--- src/rtl/sd_pkg.sv ---
// Shared definitions for the SD sector reader: sector geometry and FSM state encoding.
package sd_pkg;

    localparam int unsigned SD_SECTOR_BYTES = 512;

    typedef enum logic [1:0] {
        ST_IDLE    = 2'd0,
        ST_ISSUE   = 2'd1,
        ST_CAPTURE = 2'd2,
        ST_DRAIN   = 2'd3
    } sd_state_t;

endpackage

--- src/rtl/sd_sector_ram.sv ---
// Simple dual-port sector buffer: synchronous write, registered read with read enable.
module sd_sector_ram #(
    parameter int unsigned DEPTH  = 512,
    parameter int unsigned ADDR_W = $clog2(DEPTH)
) (
    input  logic              clk,
    input  logic              wr_en,
    input  logic [ADDR_W-1:0] wr_addr,
    input  logic [7:0]        wr_data,
    input  logic              rd_en,
    input  logic [ADDR_W-1:0] rd_addr,
    output logic [7:0]        rd_data
);

    logic [7:0] mem [DEPTH];

    // Read data holds when rd_en is low so an unconsumed prefetch survives a stall.
    always_ff @(posedge clk) begin
        if (wr_en) begin
            mem[wr_addr] <= wr_data;
        end
        if (rd_en) begin
            rd_data <= mem[rd_addr];
        end
    end

endmodule

--- src/rtl/sd_sector_reader.sv ---
// Reads one SD block via the controller byte handshake into a local buffer,
// then replays it to the host as a valid/accept byte stream.
module sd_sector_reader
    import sd_pkg::*;
#(
    parameter int unsigned SECTOR_BYTES = SD_SECTOR_BYTES,
    parameter int unsigned TIMEOUT_CYC  = 2000000
) (
    input  logic        i_clk,
    input  logic        i_reset,
    input  logic        i_start,
    input  logic [31:0] i_address,
    output logic        o_busy,
    output logic        o_error,
    output logic [7:0]  o_data,
    output logic        o_valid,
    input  logic        i_accept,
    output logic        o_last,
    output logic        o_sd_rd,
    output logic [31:0] o_sd_address,
    input  logic        i_sd_ready,
    input  logic        i_sd_byte_avai,
    input  logic [7:0]  i_sd_data
);

    localparam int unsigned PTR_W = $clog2(SECTOR_BYTES);
    localparam int unsigned CNT_W = PTR_W + 1;
    localparam int unsigned TMO_W = $clog2(TIMEOUT_CYC + 1);
    localparam logic [CNT_W-1:0] LAST_IDX = CNT_W'(SECTOR_BYTES - 1);
    localparam logic [CNT_W-1:0] FULL_IDX = CNT_W'(SECTOR_BYTES);
    localparam logic [TMO_W-1:0] TMO_MAX  = TMO_W'(TIMEOUT_CYC);
    localparam logic [TMO_W-1:0] TMO_HIT  = TMO_W'(TIMEOUT_CYC - 1);

    sd_state_t        state_q, state_d;
    logic [CNT_W-1:0] wr_ptr_q, wr_ptr_d;
    logic [CNT_W-1:0] rd_ptr_q, rd_ptr_d;
    logic [TMO_W-1:0] tmo_q, tmo_d, tmo_next;
    logic             avai_q;
    logic             fetch_q, fetch_d;
    logic             fetch_last_q, fetch_last_d;
    logic             busy_d, error_d, valid_d, last_d, sd_rd_d;
    logic [7:0]       data_d;
    logic [31:0]      sd_address_d;
    logic             byte_rise, move, issue;
    logic             ram_we, ram_re;
    logic [7:0]       ram_rdata;

    sd_sector_ram #(
        .DEPTH  (SECTOR_BYTES),
        .ADDR_W (PTR_W)
    ) u_ram (
        .clk     (i_clk),
        .wr_en   (ram_we),
        .wr_addr (wr_ptr_q[PTR_W-1:0]),
        .wr_data (i_sd_data),
        .rd_en   (ram_re),
        .rd_addr (rd_ptr_q[PTR_W-1:0]),
        .rd_data (ram_rdata)
    );

    // Next-state, datapath and registered-output computation.
    always_comb begin
        state_d      = state_q;
        wr_ptr_d     = wr_ptr_q;
        rd_ptr_d     = rd_ptr_q;
        tmo_d        = tmo_q;
        fetch_d      = fetch_q;
        fetch_last_d = fetch_last_q;
        busy_d       = o_busy;
        error_d      = o_error;
        data_d       = o_data;
        valid_d      = o_valid;
        last_d       = o_last;
        sd_rd_d      = o_sd_rd;
        sd_address_d = o_sd_address;
        ram_we       = 1'b0;
        ram_re       = 1'b0;
        move         = 1'b0;
        issue        = 1'b0;
        byte_rise    = i_sd_byte_avai && !avai_q;
        tmo_next     = (tmo_q == TMO_MAX) ? tmo_q : tmo_q + TMO_W'(1);

        unique case (state_q)
            ST_IDLE: begin
                if (i_start && i_sd_ready) begin
                    sd_address_d = i_address;
                    error_d      = 1'b0;
                    busy_d       = 1'b1;
                    sd_rd_d      = 1'b1;
                    wr_ptr_d     = '0;
                    rd_ptr_d     = '0;
                    tmo_d        = '0;
                    fetch_d      = 1'b0;
                    state_d      = ST_ISSUE;
                end
            end
            ST_ISSUE: begin
                if (!i_sd_ready) begin
                    sd_rd_d = 1'b0;
                    tmo_d   = tmo_next;
                    state_d = ST_CAPTURE;
                end else if (tmo_q >= TMO_HIT) begin
                    error_d = 1'b1;
                    sd_rd_d = 1'b0;
                    busy_d  = 1'b0;
                    state_d = ST_IDLE;
                end else begin
                    tmo_d = tmo_next;
                end
            end
            ST_CAPTURE: begin
                if (byte_rise) begin
                    ram_we   = 1'b1;
                    wr_ptr_d = wr_ptr_q + CNT_W'(1);
                    tmo_d    = '0;
                    if (wr_ptr_q == LAST_IDX) begin
                        state_d = ST_DRAIN;
                    end
                end else if (tmo_q >= TMO_HIT) begin
                    error_d = 1'b1;
                    sd_rd_d = 1'b0;
                    busy_d  = 1'b0;
                    state_d = ST_IDLE;
                end else begin
                    tmo_d = tmo_next;
                end
            end
            ST_DRAIN: begin
                // Prefetch keeps one byte waiting in the RAM output behind the stream register.
                move  = fetch_q && (!o_valid || i_accept);
                issue = (rd_ptr_q != FULL_IDX) && (!fetch_q || move);
                if (o_valid && i_accept) begin
                    valid_d = 1'b0;
                    last_d  = 1'b0;
                end
                if (move) begin
                    data_d  = ram_rdata;
                    valid_d = 1'b1;
                    last_d  = fetch_last_q;
                    fetch_d = 1'b0;
                end
                if (issue) begin
                    ram_re       = 1'b1;
                    rd_ptr_d     = rd_ptr_q + CNT_W'(1);
                    fetch_d      = 1'b1;
                    fetch_last_d = (rd_ptr_q == LAST_IDX);
                end
                if (o_valid && i_accept && o_last) begin
                    busy_d  = 1'b0;
                    state_d = ST_IDLE;
                end
            end
            default: state_d = ST_IDLE;
        endcase
    end

    // State, pointer and output registers.
    always_ff @(posedge i_clk or posedge i_reset) begin
        if (i_reset) begin
            state_q      <= ST_IDLE;
            wr_ptr_q     <= '0;
            rd_ptr_q     <= '0;
            tmo_q        <= '0;
            avai_q       <= 1'b0;
            fetch_q      <= 1'b0;
            fetch_last_q <= 1'b0;
            o_busy       <= 1'b0;
            o_error      <= 1'b0;
            o_data       <= '0;
            o_valid      <= 1'b0;
            o_last       <= 1'b0;
            o_sd_rd      <= 1'b0;
            o_sd_address <= '0;
        end else begin
            state_q      <= state_d;
            wr_ptr_q     <= wr_ptr_d;
            rd_ptr_q     <= rd_ptr_d;
            tmo_q        <= tmo_d;
            avai_q       <= i_sd_byte_avai;
            fetch_q      <= fetch_d;
            fetch_last_q <= fetch_last_d;
            o_busy       <= busy_d;
            o_error      <= error_d;
            o_data       <= data_d;
            o_valid      <= valid_d;
            o_last       <= last_d;
            o_sd_rd      <= sd_rd_d;
            o_sd_address <= sd_address_d;
        end
    end

endmodule
--- config.mk ---
export PLATFORM = sky130hd
export DESIGN_NAME = sd_sector_reader
export DESIGN_NICKNAME = d
export VERILOG_FILES = /design/src/rtl/sd_pkg.sv /design/src/rtl/sd_sector_ram.sv /design/src/rtl/sd_sector_reader.sv
export SDC_FILE = /design/constraint.sdc
export NUM_CORES = 2
export LEC_CHECK = 0
export ABC_AREA = 1
export CAP_MARGIN = 20
export CORE_ASPECT_RATIO = 0.75
export CORE_UTILIZATION = 29
export CTS_BUF_LIST = sky130_fd_sc_hd__clkbuf_4 sky130_fd_sc_hd__clkbuf_8
export DETAILED_ROUTE_END_ITERATION = 16
export PLACE_DENSITY_LB_ADDON = 0.25
export SLEW_MARGIN = 40
export SYNTH_ARGS = -nofsm -noshare
export SYNTH_HDL_FRONTEND = slang
export SYNTH_HIERARCHICAL = 1
export SYNTH_SLANG_ARGS = --single-unit
export TNS_END_PERCENT = 20
--- constraint.sdc ---
create_clock -name i_clk -period 4.6 [get_ports i_clk]
set_input_delay 1.38 -clock i_clk [delete_from_list [all_inputs] [get_ports i_clk]]
set_output_delay 1.38 -clock i_clk [all_outputs]
set_load 0.1 [all_outputs]
==> metrics.yaml <==
clock-skew-final_ns: 0.0723
pin_count: 91
hpwl_um: 334000
detailedRoute.firstIterationViolations: 14000
antenna_violating_nets_post_route: 0
grt_pass1_vias: 112000
gr-total-overflow: 0
finish.utilization_pct: 33.6
timing.final.max_slew_violations: 0
cp_slowest_stage_delay_ns: 0.64
worst_path_dominant_cell_family: "simple AND/OR/NAND/NOR gates"
cts-hold-fix-buffers: 0
via_count: 116000
row_count: 244
dr_pass1_iterations: 6
gp_congestion: 0.831
finalSetupViolCount: 0
slew_worst_pin_ns: 0.911
crit_path_cell_trace: "buf_12 -> buf_4 -> nand2_1 -> nand3_1 -> nand3_1 -> nand3_1 -> nand3_1 -> nand3_1 -> nand3_1 -> nand3_1 -> nand3_1 -> nand2_1"
die_height_um: 668
final-instance-count-excl-fill: 23500
groute.usage.overall_pct: 18.0
wp_buf_inv: 2
slew_headroom_pct: 39.2
grt_antenna_before_repair: 52
cp_slowest_cell: "sky130_fd_sc_hd__dfrtp_4"
ctsLongestPathBuffers: 4
h-tree-depth: 6
end_kind: "flip-flop"
clock_sink_count: 4195
drc_errors: 0
setup.worst_path.class: "reg -> reg"
syn_area_um2: 172000
setup_repair_after_global_routing_missed_its_margin: "false"
yosys_warnings: 6
data_required_time_of_the_critical_path_ns: 5.76
clkLatencyLatePin_ns: 1.29
worst_setup_hold_path_clk_slew_ns: 0.07
sw_frac_of_total_pct: 32.1
power.net_switching_uw: 29500
fmax_mhz: 253
maximum_number_of_pins_on_one_net_before_global_route_repair: 167
share_comb_of_total_power_pct: 19.9
detailed_place.area_um2: 186000
cell_internal_pwr_uw: 62500
cts_buffers: 641
power_per_cell_area_nw_per_um2: 464
dominant_combinational_cell_family_by_area_after_synthesis: "simple AND/OR/NAND/NOR gates"
clock_tree_from_tritoncts: "done"
layout_worst_path_cycle_share_pct: 86.0
grt_first_pass_wirelength_um: 797000
design_area_um2: 198000
post_drt_wl_per_cell_um: 23.6
critical_path_peak_fanout: 59
yosys.cell_types.count: 46
synth_xor_xnor_area_share_pct: 0.0204
synthesis.instances: 14500
core_area_um2: 589000
drt_wl_total_um: 556000
post_cts.resized_instances: 0
io_buffer_count: 90
die_w_um: 890
cap_violations: 0
number_of_cells_after_detailed_placement: 22400
max-vdd-ir-drop_mv: 0.365
multiplexer_share_of_the_synthesized_area_pct: 0.0525
synth_simple_gate_area_share_pct: 23.0
synth_flop_cell: "sky130_fd_sc_hd__edfxtp_1"
setup_tns_ns: 0
clock-root-buffer: "sky130_fd_sc_hd__clkbuf_8"
hold_slack_ns: 0.463
postSynthRegisterBits: 4195
area_delta_synth_final_pct: 15.3
period_needed_ns: 3.96
critical_path.most_common_cell: "sky130_fd_sc_hd__nand3_1"
p_leak_uw: 0.0689
arrival_ns: 5.11
count_of_endpoints_failing_hold_in_the_final_timing_report: 0
die_area_um2: 595000
nNetsFinal: 15200
timing.hold.worst.class: "reg -> reg"
postCtsSetupRepairBufs: 0
synth-edff-count: 4104
postSynthAreaPerCell_um2: 11.8
synth.yosys.seq_area_share_pct: 73.1
share_of_async_settable_or_async_resettable_flops_after_synthesis_pct: 2.17
power_frac_seq_pct: 46.2
initial_utilization_pct: 29.1
p_clk_share_pct: 33.9
final_layout_size_suffix_gt1_share_pct: 12.8
syn_nets: 14600
vias_per_instance: 4.95
synth_adder_area_share_pct: 0.0729
run_status: "finished clean"
crit_path_start_kind: "flip-flop"
synth_compound_gate_area_share_pct: 0.282
[sequential cells by signal, summed over array words and instances (netlist names)]
register and cells:
fetch_q 1, o_sd_address 32, o_busy 1, avai_q 1, fetch_last_q 1, u_ram/rd_data 8
wr_ptr_q 10, rd_ptr_q 10, tmo_q 21, u_ram/mem 4096, o_error 1, state_q 2
o_sd_rd 1, o_valid 1, o_data 8, o_last 1
[area by class of cell]
type | count | area [um^2]
Antenna cell | 10 | 25.0
Multi-Input combinational cell | 9214 | 40400
Sequential cell | 4195 | 126000
Timing Repair Buffer | 984 | 9250
Clock inverter | 318 | 2190
Tap cell | 7872 | 9850
Inverter | 117 | 503
Clock buffer | 826 | 10200
Fill cell | 59200 | 391000
[tightest hold or removal path, stage by stage, from the launching register on]
cell                      delay, ns
sky130_fd_sc_hd__dfrtp_1       0.34
sky130_fd_sc_hd__nand2_1       0.05
sky130_fd_sc_hd__nand2_1       0.05
[power groups by stage]
| stage | Sequential [uW] | Clock, uW | Combinational (uW) |
|---|---|---|---|
| after floorplan | 44300 | 0 | 11400 |
| after global placement | 43300 | 0 | 18300 |
| after detailed placement | 43200 | 0 | 18200 |
| after CTS | 42400 | 31900 | 18200 |
| after global routing | 42400 | 33600 | 20000 |
| final | 42400 | 31200 | 18300 |
[final timing paths]
check | start | end | slack, ns | cells after the start
setup / recovery | rd_ptr_q[0] | u_ram/rd_data[5] | 0.64 | 12
hold reg to reg | o_sd_address[26] | o_sd_address[26] | 0.46 | 2
setup reg to reg | rd_ptr_q[0] | u_ram/rd_data[5] | 0.64 | 12
hold / removal | o_sd_address[26] | o_sd_address[26] | 0.46 | 2
min in group asynchronous | i_reset | o_sd_address[26] | 0.57 | 2
max in group asynchronous | i_reset | rd_ptr_q[4] | 3.20 | 3
[metal layers]
layer	wire (um)	track usage, %	vias to the layer above
met4	10500	3.69	10
met5	73	0	-
met2	235000	26.2	4936
met3	49700	3.74	671
met1	261000	27.5	58000
li1	-	-	52900
[cells by family after synthesis]
logic type      Yosys count
xor+xnor                  4
flops                  4195
simple gates           9111
buf+inv                1112
mux                       8
fa+ha+maj                10
compound gates           81
[metrics by stage]
step                      setup WS, ns  power, uW
after global placement          0.0761      61600
after global routing             0.552      96000
final                            0.643      91900
after CTS                        0.636      92600
after floorplan                  0.856      55800
after detailed placement         0.116      61400
[Yosys cell counts (5+ instances only)]
| cell type | instances | area (um^2) |
|---|---|---|
| sky130_fd_sc_hd__o21ai_1 | 5 | 25.0 |
| sky130_fd_sc_hd__nand4_1 | 17 | 106 |
| sky130_fd_sc_hd__edfxtp_1 | 4104 | 123000 |
| sky130_fd_sc_hd__buf_6 | 73 | 822 |
| sky130_fd_sc_hd__inv_2 | 10 | 37.5 |
| sky130_fd_sc_hd__o31ai_1 | 6 | 45.0 |
| sky130_fd_sc_hd__nand2_1 | 4373 | 16400 |
| sky130_fd_sc_hd__clkbuf_1 | 192 | 721 |
| sky130_fd_sc_hd__nor3_1 | 28 | 140 |
| sky130_fd_sc_hd__ha_1 | 10 | 125 |
| sky130_fd_sc_hd__mux2_2 | 8 | 90.1 |
| sky130_fd_sc_hd__dfrtp_1 | 91 | 2280 |
| sky130_fd_sc_hd__o21ai_0 | 35 | 175 |
| sky130_fd_sc_hd__nor2_2 | 5 | 31.3 |
| sky130_fd_sc_hd__nand3_1 | 4115 | 20600 |
| sky130_fd_sc_hd__inv_1 | 105 | 394 |
| sky130_fd_sc_hd__nor4_1 | 8 | 50.1 |
| sky130_fd_sc_hd__buf_2 | 519 | 2600 |
| sky130_fd_sc_hd__buf_4 | 124 | 931 |
| sky130_fd_sc_hd__a21oi_1 | 15 | 75.1 |
| sky130_fd_sc_hd__nor2_1 | 552 | 2070 |
| sky130_fd_sc_hd__buf_1 | 82 | 308 |
[cells in the final DEF, fill, tap and decap left out, drive strengths merged, types with 2 or more instances in the layout]
| cell | n |
|---|---|
| or2 | 3 |
| o21a | 4 |
| nand3 | 4117 |
| xor2 | 3 |
| nand2 | 4377 |
| o21ai | 43 |
| o21bai | 2 |
| clkbuf | 826 |
| nor3 | 29 |
| clkdlybuf4s50 | 37 |
| a31oi | 2 |
| a32o | 2 |
| clkinvlp | 18 |
| clkinv | 249 |
| nand4 | 18 |
| edfxtp | 4104 |
| diode | 10 |
| inv | 149 |
| mux2 | 8 |
| a21oi | 16 |
| bufinv | 19 |
| nor2 | 559 |
| o31ai | 6 |
| dfrtp | 91 |
| nor4 | 8 |
| o211ai | 2 |
| o22ai | 2 |
| buf | 947 |
| ha | 10 |
Note: power is estimated with default switching activity, not from simulation.
